`src/rtl/abcd_seq_arbiter_pkg.sv`:
```
// -----------------------------------------------------------------------------
// abcd_pkg
// Shared types and defaults for the a/b/c/d sequencing arbiter.
//   state_t          : transaction FSM states
//   *_DEFAULT        : default parameter values for the top level
//   onehot_to_idx()  : index of the set bit in a one-hot vector (up to 16 bits)
// -----------------------------------------------------------------------------
package abcd_pkg;

    typedef enum logic [2:0] {
        IDLE    = 3'd0,
        ISSUE_A = 3'd1,
        ISSUE_B = 3'd2,
        WAIT_C  = 3'd3,
        WAIT_D  = 3'd4
    } state_t;

    localparam int N_REQ_DEFAULT   = 4;
    localparam int TIMEOUT_DEFAULT = 8;
    localparam int CW_DEFAULT      = 8;

    // Returns the index of the (single) set bit; 0 when the vector is empty.
    function automatic int onehot_to_idx(input logic [15:0] v);
        int r;
        r = 0;
        for (int i = 0; i < 16; i++) begin
            if (v[i]) r = i;
        end
        return r;
    endfunction

endpackage

```
`src/rtl/abcd_seq_arbiter_rr_arbiter.sv`:
```
// -----------------------------------------------------------------------------
// rr_arbiter
// Round-robin selector. The search starts at the index after the last winner;
// the last-winner register resets to N-1 so requester 0 has top priority.
// Ports:
//   clk, rst_n : clock, asynchronous active-low reset
//   req        : request vector
//   pointer    : index of the winner to remember when load is high
//   load       : commit pointer as the new last winner
//   winner     : combinational one-hot winner (zero when req is zero)
// -----------------------------------------------------------------------------
module rr_arbiter
    import abcd_pkg::*;
#(
    parameter int N = 4
) (
    input  logic                                  clk,
    input  logic                                  rst_n,
    input  logic [N-1:0]                          req,
    input  logic [((N > 1) ? $clog2(N) : 1)-1:0]  pointer,
    input  logic                                  load,
    output logic [N-1:0]                          winner
);

    localparam int PW = (N > 1) ? $clog2(N) : 1;

    logic [PW-1:0] r_last;
    logic [N-1:0]  w_winner;
    logic          w_found;
    int            w_idx;

    always_ff @(posedge clk or negedge rst_n) begin
        if (!rst_n) begin
            r_last <= PW'(N - 1);
        end else if (load) begin
            r_last <= pointer;
        end
    end

    // Scan N positions starting just after r_last, wrapping once.
    always_comb begin
        w_winner = '0;
        w_found  = 1'b0;
        w_idx    = 0;
        for (int k = 0; k < N; k++) begin
            w_idx = int'(r_last) + 1 + k;
            if (w_idx >= N) w_idx = w_idx - N;
            if (!w_found && req[w_idx[PW-1:0]]) begin
                w_winner[w_idx[PW-1:0]] = 1'b1;
                w_found                 = 1'b1;
            end
        end
    end

    assign winner = w_winner;

endmodule

```
`src/rtl/abcd_seq_arbiter.sv`:
```
// -----------------------------------------------------------------------------
// abcd_seq_arbiter
// Shares one a/b/c/d handshake target among N_REQ requesters. Each
// transaction grants one requester round-robin, issues a then b on
// consecutive cycles, requires c on the cycle after b, then waits for d
// (bounded by TIMEOUT cycles) and pulses done or err to the granted requester.
// Ports:
//   clk, rst_n   : clock, asynchronous active-low reset
//   req          : per-requester level request
//   gnt          : one-hot grant, held for the whole transaction
//   done / err   : one-cycle completion / failure pulse to the granted requester
//   err_timeout  : with err: 1 = d timeout, 0 = missing c
//   a_o, b_o     : issue phases to the target
//   c_i, d_i     : target acknowledge and completion
//   busy         : high whenever the FSM is not IDLE
// Handshake: a_o is high for one cycle, b_o the next; c_i must be high in the
// cycle after b_o (sampled at the end of WAIT_C); d_i is sampled only in
// WAIT_D. All outputs are registered.
// -----------------------------------------------------------------------------
module abcd_seq_arbiter
    import abcd_pkg::*;
#(
    parameter int N_REQ   = N_REQ_DEFAULT,
    parameter int TIMEOUT = TIMEOUT_DEFAULT,
    parameter int CW      = CW_DEFAULT
) (
    input  logic             clk,
    input  logic             rst_n,
    input  logic [N_REQ-1:0] req,
    output logic [N_REQ-1:0] gnt,
    output logic [N_REQ-1:0] done,
    output logic [N_REQ-1:0] err,
    output logic             err_timeout,
    output logic             a_o,
    output logic             b_o,
    input  logic             c_i,
    input  logic             d_i,
    output logic             busy
);

    localparam int PW = (N_REQ > 1) ? $clog2(N_REQ) : 1;

    state_t           r_state;
    logic [CW-1:0]    r_cnt;
    logic [N_REQ-1:0] r_gnt;
    logic [N_REQ-1:0] r_done;
    logic [N_REQ-1:0] r_err;
    logic             r_err_timeout;
    logic             r_a;
    logic             r_b;
    logic             r_busy;

    logic [N_REQ-1:0] w_winner;
    logic [15:0]      w_winner_ext;
    logic [PW-1:0]    w_win_idx;
    logic             w_load;

    assign w_winner_ext = 16'(w_winner);
    assign w_win_idx    = PW'(onehot_to_idx(w_winner_ext));
    // The pointer moves only on the edge that starts a transaction.
    assign w_load       = (r_state == IDLE) && (|req);

    rr_arbiter #(.N(N_REQ)) u_rr_arbiter (
        .clk     (clk),
        .rst_n   (rst_n),
        .req     (req),
        .pointer (w_win_idx),
        .load    (w_load),
        .winner  (w_winner)
    );

    always_ff @(posedge clk or negedge rst_n) begin
        if (!rst_n) begin
            r_state       <= IDLE;
            r_cnt         <= '0;
            r_gnt         <= '0;
            r_done        <= '0;
            r_err         <= '0;
            r_err_timeout <= 1'b0;
            r_a           <= 1'b0;
            r_b           <= 1'b0;
            r_busy        <= 1'b0;
        end else begin
            // Pulses last exactly one cycle unless re-armed below.
            r_done        <= '0;
            r_err         <= '0;
            r_err_timeout <= 1'b0;
            case (r_state)
                IDLE: begin
                    if (|req) begin
                        r_gnt   <= w_winner;
                        r_a     <= 1'b1;
                        r_busy  <= 1'b1;
                        r_state <= ISSUE_A;
                    end
                end
                ISSUE_A: begin
                    r_a     <= 1'b0;
                    r_b     <= 1'b1;
                    r_state <= ISSUE_B;
                end
                ISSUE_B: begin
                    r_b     <= 1'b0;
                    r_state <= WAIT_C;
                end
                WAIT_C: begin
                    if (c_i) begin
                        r_cnt   <= '0;
                        r_state <= WAIT_D;
                    end else begin
                        r_err   <= r_gnt;
                        r_gnt   <= '0;
                        r_busy  <= 1'b0;
                        r_state <= IDLE;
                    end
                end
                WAIT_D: begin
                    // d_i has priority over a timeout on the same cycle.
                    if (d_i) begin
                        r_done  <= r_gnt;
                        r_gnt   <= '0;
                        r_busy  <= 1'b0;
                        r_state <= IDLE;
                    end else if (r_cnt == CW'(TIMEOUT - 1)) begin
                        r_err         <= r_gnt;
                        r_err_timeout <= 1'b1;
                        r_gnt         <= '0;
                        r_busy        <= 1'b0;
                        r_state       <= IDLE;
                    end else begin
                        r_cnt <= r_cnt + CW'(1);
                    end
                end
                default: begin
                    r_gnt   <= '0;
                    r_a     <= 1'b0;
                    r_b     <= 1'b0;
                    r_busy  <= 1'b0;
                    r_state <= IDLE;
                end
            endcase
        end
    end

    assign gnt         = r_gnt;
    assign done        = r_done;
    assign err         = r_err;
    assign err_timeout = r_err_timeout;
    assign a_o         = r_a;
    assign b_o         = r_b;
    assign busy        = r_busy;

endmodule

```
`config.mk`:
```
export PLATFORM = sky130hd
export DESIGN_NAME = abcd_seq_arbiter
export DESIGN_NICKNAME = d
export VERILOG_FILES = /design/src/rtl/abcd_seq_arbiter_pkg.sv /design/src/rtl/abcd_seq_arbiter_rr_arbiter.sv /design/src/rtl/abcd_seq_arbiter.sv
export SDC_FILE = /design/constraint.sdc
export NUM_CORES = 1
export LEC_CHECK = 0
export CORE_ASPECT_RATIO = 1.75
export CORE_UTILIZATION = 48
export DETAILED_ROUTE_END_ITERATION = 8
export PLACE_DENSITY_LB_ADDON = 0.1
export SLEW_MARGIN = 20
export SYNTH_ARGS = -nofsm -noshare
export SYNTH_HDL_FRONTEND = slang
export SYNTH_SLANG_ARGS = --single-unit
```
`constraint.sdc`:
```
create_clock -name clk -period 2.5 [get_ports clk]
set_input_delay 0.5 -clock clk [delete_from_list [all_inputs] [get_ports clk]]
set_output_delay 0.5 -clock clk [all_outputs]
set_load 0.02 [all_outputs]
```
* Yosys cells after proc, flatten, opt, wreduce, memory -nomap -nowiden
Cells that the tools add are included.
** Operators by class
- Equality and inequality tests :: 11
- Bitwise operators :: 5
- Multiplexer cells :: 60
- $add $sub $neg :: 9
- $lt $le $gt $ge :: 12
- Reduce and logical (&&, ||, !) cells :: 21
** Operators by type and width (count)
- >= comparator 32 x 4 -> 1 bit, second input constant :: 3
- 2-to-1 mux 4 bit :: 13
- 2-to-1 mux 8 bit :: 3
- 2-to-1 mux 1 bit :: 19
- case mux 4 bit (4 select lines) :: 1
- case mux 8 bit (2 select lines) :: 1
- case mux 3 bit (5 select lines) :: 1
- < comparator 2 x 3 -> 1 bit, second input constant :: 4
- 2-to-1 mux 2 bit :: 6
- 2-to-1 mux 3 bit :: 4
- bitwise OR 4 bit :: 3
- adder 3 x 2 -> 4 bit, second input constant :: 2
- adder 8 x 1 -> 8 bit, second input constant :: 1
- binary-select mux 1 bit (select 2 bit) :: 4
- demux 1 bit (select 2 bit) :: 4
- equality test 8 x 3 -> 1 bit, second input constant :: 1
- >= comparator 2 x 1 -> 1 bit, second input constant :: 4
- logical AND 1 bit :: 8
- inequality test 2 bit, second input constant :: 4
- case mux 4 bit (2 select lines) :: 1
- AND reduction 4 bit :: 2
- subtractor 2 x 1 -> 2 bit, second input constant :: 4
- equality test 3 x 2 -> 1 bit, second input constant :: 2
- OR reduction 3 bit :: 2
- other kinds (16) :: 21
** Word-level totals
- Output and inout bits :: 16
- Bits in registers :: 29
- Input port bits :: 8
- Logic and storage cells :: 128

* Longest topological paths before layout
Gate-level depths: netlist (run 1).
- Depth after elaboration :: 18
- Gate-level depth with buffers :: 9
- Mapped depth without buffers :: 9

* Cells and area by module
From an unflattened synthesis (run 1), not the netlist that was laid out.
** Second synthesis, totals
- Cell total of the unflattened synthesis :: 178
- Area total of the unflattened synthesis :: 1757.9 µm²
** Modules (own cells, without submodules)
- abcd_seq_arbiter :: cells each 115, area each 1257.5 µm², times used 1, seq. area each 675.6 µm²
- rr_arbiter :: cells each 63, area each 500.5 µm², times used 1, seq. area each 52.6 µm²

* Worst setup path before layout (run 1)
Ideal clock, no wire load.
- Path type :: reg2reg
- Start :: register u_rr_arbiter.r_last[0]
- End :: register u_rr_arbiter.r_last[0]
- Library setup time :: 0.082 ns
- Buffers on the path :: 1
- Arrival time :: 2.434 ns
- Cell stages (with the launch flop) :: 9
- Setup slack :: -0.017 ns
- Period minus slack after synthesis :: 2.517 ns
- Required time :: 2.418 ns
- Path through :: dfstp_2 buf_6 inv_1 ha_1 and3b_1 o311a_2 a221o_2 o21bai_1 mux2_4
** On the way
- Longest elaborated chain between the ends :: 18
- Elaborated cells between the ends (all ways) :: 63
- Classes of those cells :: 8 x add/sub; 12 x order compare; 30 x mux; 3 x bitwise; 10 x reduce/logical
** Ends and longest elaborated chain
- start, declared :: RTL line abcd_seq_arbiter_rr_arbiter.sv:27 : logic [PW-1:0] r_last;
- start signal, assigned :: RTL line abcd_seq_arbiter_rr_arbiter.sv:34 : r_last <= PW'(N - 1);
- start signal, assigned :: RTL line abcd_seq_arbiter_rr_arbiter.sv:36 : r_last <= pointer;
- adder 2 x 1 -> 3 bit (*) :: RTL line abcd_seq_arbiter_rr_arbiter.sv:46 : w_idx = int'(r_last) + 1 + k;
- branches (longest 13 deep; another with >= comparator 32 x 4 -> 1 bit)
- 2-to-1 mux 4 bit (*) :: RTL line abcd_seq_arbiter_rr_arbiter.sv:48 : if (!w_found && req[w_idx[PW-1:0]]) begin
- 2-to-1 mux 1 bit :: RTL line abcd_seq_arbiter_pkg.sv:27 : if (v[i]) r = i;
- 2-to-1 mux 2 bit :: RTL line abcd_seq_arbiter_pkg.sv:27
- 2-to-1 mux 2 bit (*) :: RTL line abcd_seq_arbiter_pkg.sv:27
Mark *: on every way between the ends. The select of a mux whose other input is x is not followed.
A chain may end at the register's enable or synchronous reset.

* Final worst setup path (run 1)
Same ends and word-level chain as after synthesis.

==> run_results.csv, run 1 <==
group,metric,value,unit
place,port_buffers,23,
power,vdd_drop_max,0.805,mV
power,p_switching,0.853,mW
synthesis,yosysMostFrequentCell,"dfrtp_1",
route,drcViolationCount,0,
route,wl_per_cell,14.1,µm
timing,setup_viol,0,
power,power.leakage,0.932,nW
synthesis,yosys_most_used_dff,"dfrtp_1",
synthesis,synth_cell_types,48,
worst_setup_path,end_kind,"register",
worst_hold_path,hold_path.class,"reg2reg",
cts,h-tree-depth,2,
timing,final.setup.tns,0,ns
timing,fmax,0.418,GHz
route,drt_iter0_drc,33,
timing,rsz0062_at_grt,"yes",
synthesis,ys_seq_elements,29,
cts,holdBufCountCts,0,
die,dieArea,3510,µm²
cts,ctsResizeCount,0,
worst_setup_path,cp-start-kind,"register",
synthesis,ys_seq_area_frac,0.464,
grt,overflow,0,
worst_setup_path,reg2reg_depth,8,
grt,grt_antenna_before_repair,0,
timing,hold_violations,0,
timing,slew_viol_final,0,
grt,grt.total_usage,0.220,
worst_setup_path,crit_type,"reg2reg",
cts,cts_setup_buffers,0,
cts,path_clk_slew,0.06,ns
power,p_int,1.34,mW
finish,n_antenna_cell,0,
synthesis,yosysWarnings,0,
route,vias,1318,
power,combPwrFrac,0.524,
die,start_util,0.500,
synthesis,avgSynthCellArea,10.3,µm²
cts,cts_sinks,29,
synthesis,synth_common_cells,"dfrtp_1, nand2_1, nor2_1",
route,wl,3330,µm
route,ant_nets,0,
worst_hold_path,holdPathStages,2,
place,dp_hpwl,2610,µm
cts,cts_tree,"yes",
timing,finalCritPeriodShare,0.957,
synthesis,yosysTopAreaCell,"dfrtp_1",
finish,area_delta_synth_final,28.8,%
finish,layout.nets,207,
finish,drive_above_1_share,0.181,
synthesis,synth_area_leaders,"dfrtp_1, ha_1, nand2_1, and2_1, dfstp_2",
die,die_w,45.2,µm
power,p_per_area,1080,nW/µm²
synthesis,netlist_instances,153,
cts,root_buffer,"clkbuf_8",
die,rows,27,
worst_setup_path,crit_arrival,2.60,ns
power,seqPwrFrac,0.312,
route,vias_per_cell,5.58,
die,dieHeight,77.7,µm
cts,cts_buffer_depth,2,
grt,grt_max_degree,30,
grt,grt_pass1_vias,1268,
synthesis,synth_area,1570,µm²
synthesis,synth-async-reset-ratio,1.00,
grt,grt_pass1_wl,5460,µm
timing,hold_ws,0.506,ns
route,first_pass_iters,5,
synthesis,synth_edf_count,0,
run,max-cap-violations,0,
place,place_congestion,0.786,
worst_setup_path,required,2.70,ns
cts,clkLatencyLatePin,0.27,ns
die,core_area,3140,µm²
synthesis,synth_top_area_frac,0.430,
power,total_power,2.19,mW
timing,slew_headroom,0.758,
timing,min_period,2.39,ns
worst_setup_path,critPathMaxFanout,12,
cts,cts_buffers,5,
finish,final_util,0.644,
place,dp_slack,-0.0480,ns
timing,postLayoutSetupSlackWorst,0.107,ns
timing,worst_slew_pin_slew,0.362,ns
synthesis,syn_nets,168,
die,io_pins,24,
timing,fin_worst_skew,0.00456,ns
power,p_clk_frac,0.164,
outcome,status,"completed",
power,swShare,0.389,
-- worst paths after layout --
path	startpoint	end	slack (ns)
max	u_rr_arbiter.r_last[0]$_DFFE_PN1P_	u_rr_arbiter.r_last[0]$_DFFE_PN1P_	0.11
max in group asynchronous	rst_n	u_rr_arbiter.r_last[1]$_DFFE_PN1P_	1.59
min	busy$_DFFE_PN0P_	busy$_DFFE_PN0P_	0.51
min in group asynchronous	rst_n	r_cnt[5]$_DFFE_PN0P_	0.61
max reg2reg	u_rr_arbiter.r_last[0]$_DFFE_PN1P_	u_rr_arbiter.r_last[0]$_DFFE_PN1P_	0.11
min reg2reg	busy$_DFFE_PN0P_	busy$_DFFE_PN0P_	0.51
-- registers in the layout, summed over array words and instances, names as in the netlist --
register and cells:
busy 1, a_o 1, b_o 1, r_cnt 8
err_timeout 1, gnt 4, done 4, err 4
u_rr_arbiter.r_last 2, r_state 3
-- worst max-delay path, stage by stage (launching register included) --
cell	delay, ns
dfstp_2	0.53
buf_4	0.20
ha_1	0.26
nor2_2	0.08
or4b_4	0.53
a21oi_4	0.19
a221o_2	0.18
o21bai_1	0.07
mux2_4	0.27
-- routing by layer --
| metal | vias up | track usage | routed length [µm] |
|---|---|---|---|
| met5 | - | 0 | 0 |
| met4 | 0 | 0.100 | 70 |
| met3 | 5 | 0.0605 | 117 |
| met2 | 34 | 0.417 | 2000 |
| met1 | 651 | 0.195 | 1140 |
| li1 | 628 | - | - |
-- layout by cell type (no fill, tap or decap), drive strengths merged, types with 3 or more instances in the layout --
| cell | netlist | routed |
|---|---|---|
| o21ai | 7 | 7 |
| nand2 | 16 | 16 |
| or3 | 3 | 3 |
| ha | 7 | 7 |
| clkbuf | 1 | 6 |
| dfrtp | 27 | 27 |
| a22o | 3 | 3 |
| mux2 | 3 | 3 |
| xor2 | 4 | 4 |
| a21oi | 7 | 7 |
| nor2 | 14 | 14 |
| buf | 2 | 12 |
| nand4 | 3 | 3 |
| and2 | 9 | 9 |
| nor3 | 3 | 3 |
| inv | 7 | 7 |
| clkdlybuf4s50 | 0 | 23 |
-- logic make-up (layout without fill, tap and decap cells) --
logic type               Yosys count  after routing  share of synthesized area
AO/OA/AOI/OAI                     31             31                      0.148
flip-flops                        29             29                      0.464
buffers and inverters             10             50                     0.0295
XOR/XNOR                           5              5                     0.0279
multiplexers                       6              6                     0.0534
adder cells (fa/ha/maj)            7              7                     0.0558
AND/OR/NAND/NOR                   65             65                      0.222
-- layout make-up --
| type | count | area [µm²] |
|---|---|---|
| fill | 273 | 1120 |
| multi-input combinational | 114 | 811 |
| sequential | 29 | 728 |
| timing repair buffer | 35 | 320 |
| clock buffer | 6 | 72.6 |
| tap | 43 | 53.8 |
| inverter | 7 | 26.3 |
| clock inverter | 2 | 10.0 |
-- power groups by stage --
stage / Combinational (mW) / Clock, mW / Sequential, mW
after floorplan: 0.720 / 0 / 0.714
after global placement: 1.11 / 0 / 0.689
after detailed placement: 1.14 / 0 / 0.687
after CTS: 1.14 / 0.369 / 0.683
after global routing: 1.25 / 0.393 / 0.702
final: 1.15 / 0.359 / 0.683
-- per-stage QoR --
step	cell area [µm²]	cells
2_1_floorplan	1580	153
5_1_grt	2020	236
6_report	2020	236
4_1_cts	2020	236
3_3_place_gp	1940	228
3_5_place_dp	1940	228
Note: power is estimated with default switching activity, not from simulation.
==> run 2: changes to the inputs <==
--- a/config.mk
+++ b/config.mk
@@ -5,8 +5,8 @@
 export SDC_FILE = /design/constraint.sdc
 export NUM_CORES = 1
 export LEC_CHECK = 0
-export CORE_ASPECT_RATIO = 1.75
 export CORE_UTILIZATION = 48
+export CTS_CLUSTER_DIAMETER = 50
 export DETAILED_ROUTE_END_ITERATION = 8
 export PLACE_DENSITY_LB_ADDON = 0.1
 export SLEW_MARGIN = 20
==> run_results.csv, run 2 (same netlist as run 1, synthesis figures left out) <==
group,metric,value,unit
cts,cts_buffers,5,
grt,grt.total_usage,0.210,
route,drt_iter0_drc,50,
finish,layout.nets,206,
finish,largest_reg_flops,8,
power,swShare,0.390,
worst_setup_path,cp_top_family,"compound AO/OA/AOI/OAI gates",
timing,setup_viol,0,
run,max-cap-violations,0,
timing,worst_slew_pin_slew,0.359,ns
route,first_pass_iters,4,
timing,hold_violations,0,
cts,clkLatencyLatePin,0.31,ns
cts,holdBufCountCts,0,
power,vdd_drop_max,0.733,mV
worst_setup_path,cp_slowest_stage_delay,0.57,ns
cts,cts_sinks,29,
place,dp_slack,-0.0799,ns
route,vias_per_cell,5.38,
worst_setup_path,crit_arrival,2.64,ns
finish,n_antenna_cell,0,
timing,min_period,2.39,ns
finish,drive_above_1_share,0.188,
cts,cts_buffer_depth,2,
die,die_w,59.2,µm
finish,layout_common_cells,"dfrtp_1, clkdlybuf4s50_1, nand2_1",
die,core_area,3080,µm²
die,dieArea,3500,µm²
worst_setup_path,critPathMaxFanout,5,
power,p_clk_frac,0.130,
timing,rsz0062_at_grt,"no",
cts,h-tree-depth,2,
timing,fin_worst_skew,0.00423,ns
cts,cts_setup_buffers,0,
place,place_congestion,0.817,
grt,grt_pass1_vias,1206,
timing,finalCritPeriodShare,0.956,
worst_setup_path,crit_path_top_delay_cell,"dfstp_2",
timing,final.setup.tns,0,ns
power,seqPwrFrac,0.323,
timing,slew_viol_final,0,
power,combPwrFrac,0.546,
power,p_per_area,1060,nW/µm²
power,p_int,1.29,mW
route,wl,3170,µm
die,io_pins,24,
die,rows,20,
finish,final_util,0.650,
worst_setup_path,crit_type,"reg2reg",
route,ant_nets,0,
die,dieHeight,59.2,µm
timing,fmax,0.418,GHz
outcome,status,"completed",
worst_setup_path,end_kind,"register",
timing,postLayoutSetupSlackWorst,0.110,ns
route,drcViolationCount,0,
timing,hold_ws,0.513,ns
place,port_buffers,23,
worst_setup_path,cp_cell_sequence,"inv_1 > ha_4 > and3b_1 > o311a_2 > a221o_2 > o21bai_1 > mux2_4",
finish,regMostFlops,"r_cnt",
cts,cts_tree,"yes",
worst_hold_path,hold_path.class,"reg2reg",
route,vias,1265,
cts,root_buffer,"clkbuf_4",
worst_setup_path,crit_buf_inv,1,
finish,final_common_cell,"dfrtp_1",
die,start_util,0.510,
cts,ctsResizeCount,0,
grt,overflow,0,
power,power.leakage,0.914,nW
timing,slew_headroom,0.761,
power,p_switching,0.823,mW
grt,grt_max_degree,30,
grt,grt_pass1_wl,5430,µm
worst_setup_path,required,2.75,ns
finish,area_delta_synth_final,27.4,%
place,dp_hpwl,2390,µm
route,wl_per_cell,13.5,µm
grt,grt_antenna_before_repair,0,
worst_setup_path,cp-start-kind,"register",
cts,path_clk_slew,0.08,ns
## run 2: routing by layer
metal | wire length, µm | vias to the layer above | share of wire | track usage
li1 | - | 623 | - | -
met1 | 1340 | 610 | 0.42 | 0.254
met2 | 1670 | 24 | 0.53 | 0.352
met3 | 75 | 8 | 0.024 | 0.0502
met4 | 77 | 0 | 0.024 | 0.0952
met5 | 0 | - | 0 | 0
## run 2: final cells by class
| class | count | area [µm²] |
|---|---|---|
| Fill cell | 258 | 1080 |
| Multi-Input combinational cell | 114 | 823 |
| Sequential cell | 29 | 728 |
| Timing Repair Buffer | 34 | 313 |
| Clock buffer | 7 | 55.1 |
| Tap cell | 44 | 55.1 |
| Inverter | 7 | 26.3 |
## run 2: power groups by stage
stage | logic [mW] | registers [mW] | clock network [mW]
after floorplan | 0.720 | 0.714 | 0
after global placement | 1.08 | 0.687 | 0
after detailed placement | 1.12 | 0.689 | 0
after CTS | 1.12 | 0.682 | 0.291
after global routing | 1.27 | 0.698 | 0.313
final | 1.15 | 0.683 | 0.275
## run 2: path summary, 6_finish.rpt
check | from | to | slack, ns | cells after the start
max | u_rr_arbiter.r_last[1]$_DFFE_PN1P_ | u_rr_arbiter.r_last[0]$_DFFE_PN1P_ | 0.11 | 7
max reg2reg | u_rr_arbiter.r_last[1]$_DFFE_PN1P_ | u_rr_arbiter.r_last[0]$_DFFE_PN1P_ | 0.11 | 7
min in group asynchronous | rst_n | r_cnt[7]$_DFFE_PN0P_ | 0.56 | 2
min reg2reg | b_o$_DFFE_PN0N_ | b_o$_DFFE_PN0N_ | 0.51 | 1
min | b_o$_DFFE_PN0N_ | b_o$_DFFE_PN0N_ | 0.51 | 1
max in group asynchronous | rst_n | u_rr_arbiter.r_last[1]$_DFFE_PN1P_ | 1.64 | 2
## run 2: per-stage QoR
stage / total power [mW] / std cells / instance area (µm²)
5_1_grt: 2.28 / 235 / 2000
3_3_place_gp: 1.77 / 228 / 1930
3_5_place_dp: 1.81 / 228 / 1930
4_1_cts: 2.09 / 235 / 1990
2_1_floorplan: 1.43 / 153 / 1580
6_report: 2.11 / 235 / 2000
## run 2: worst register-to-register path, stage by stage (launching register included)
cell and delay [ns]:
dfstp_2 0.57, inv_1 0.11, ha_4 0.25, and3b_1 0.17
o311a_2 0.41, a221o_2 0.41, o21bai_1 0.15, mux2_4 0.25
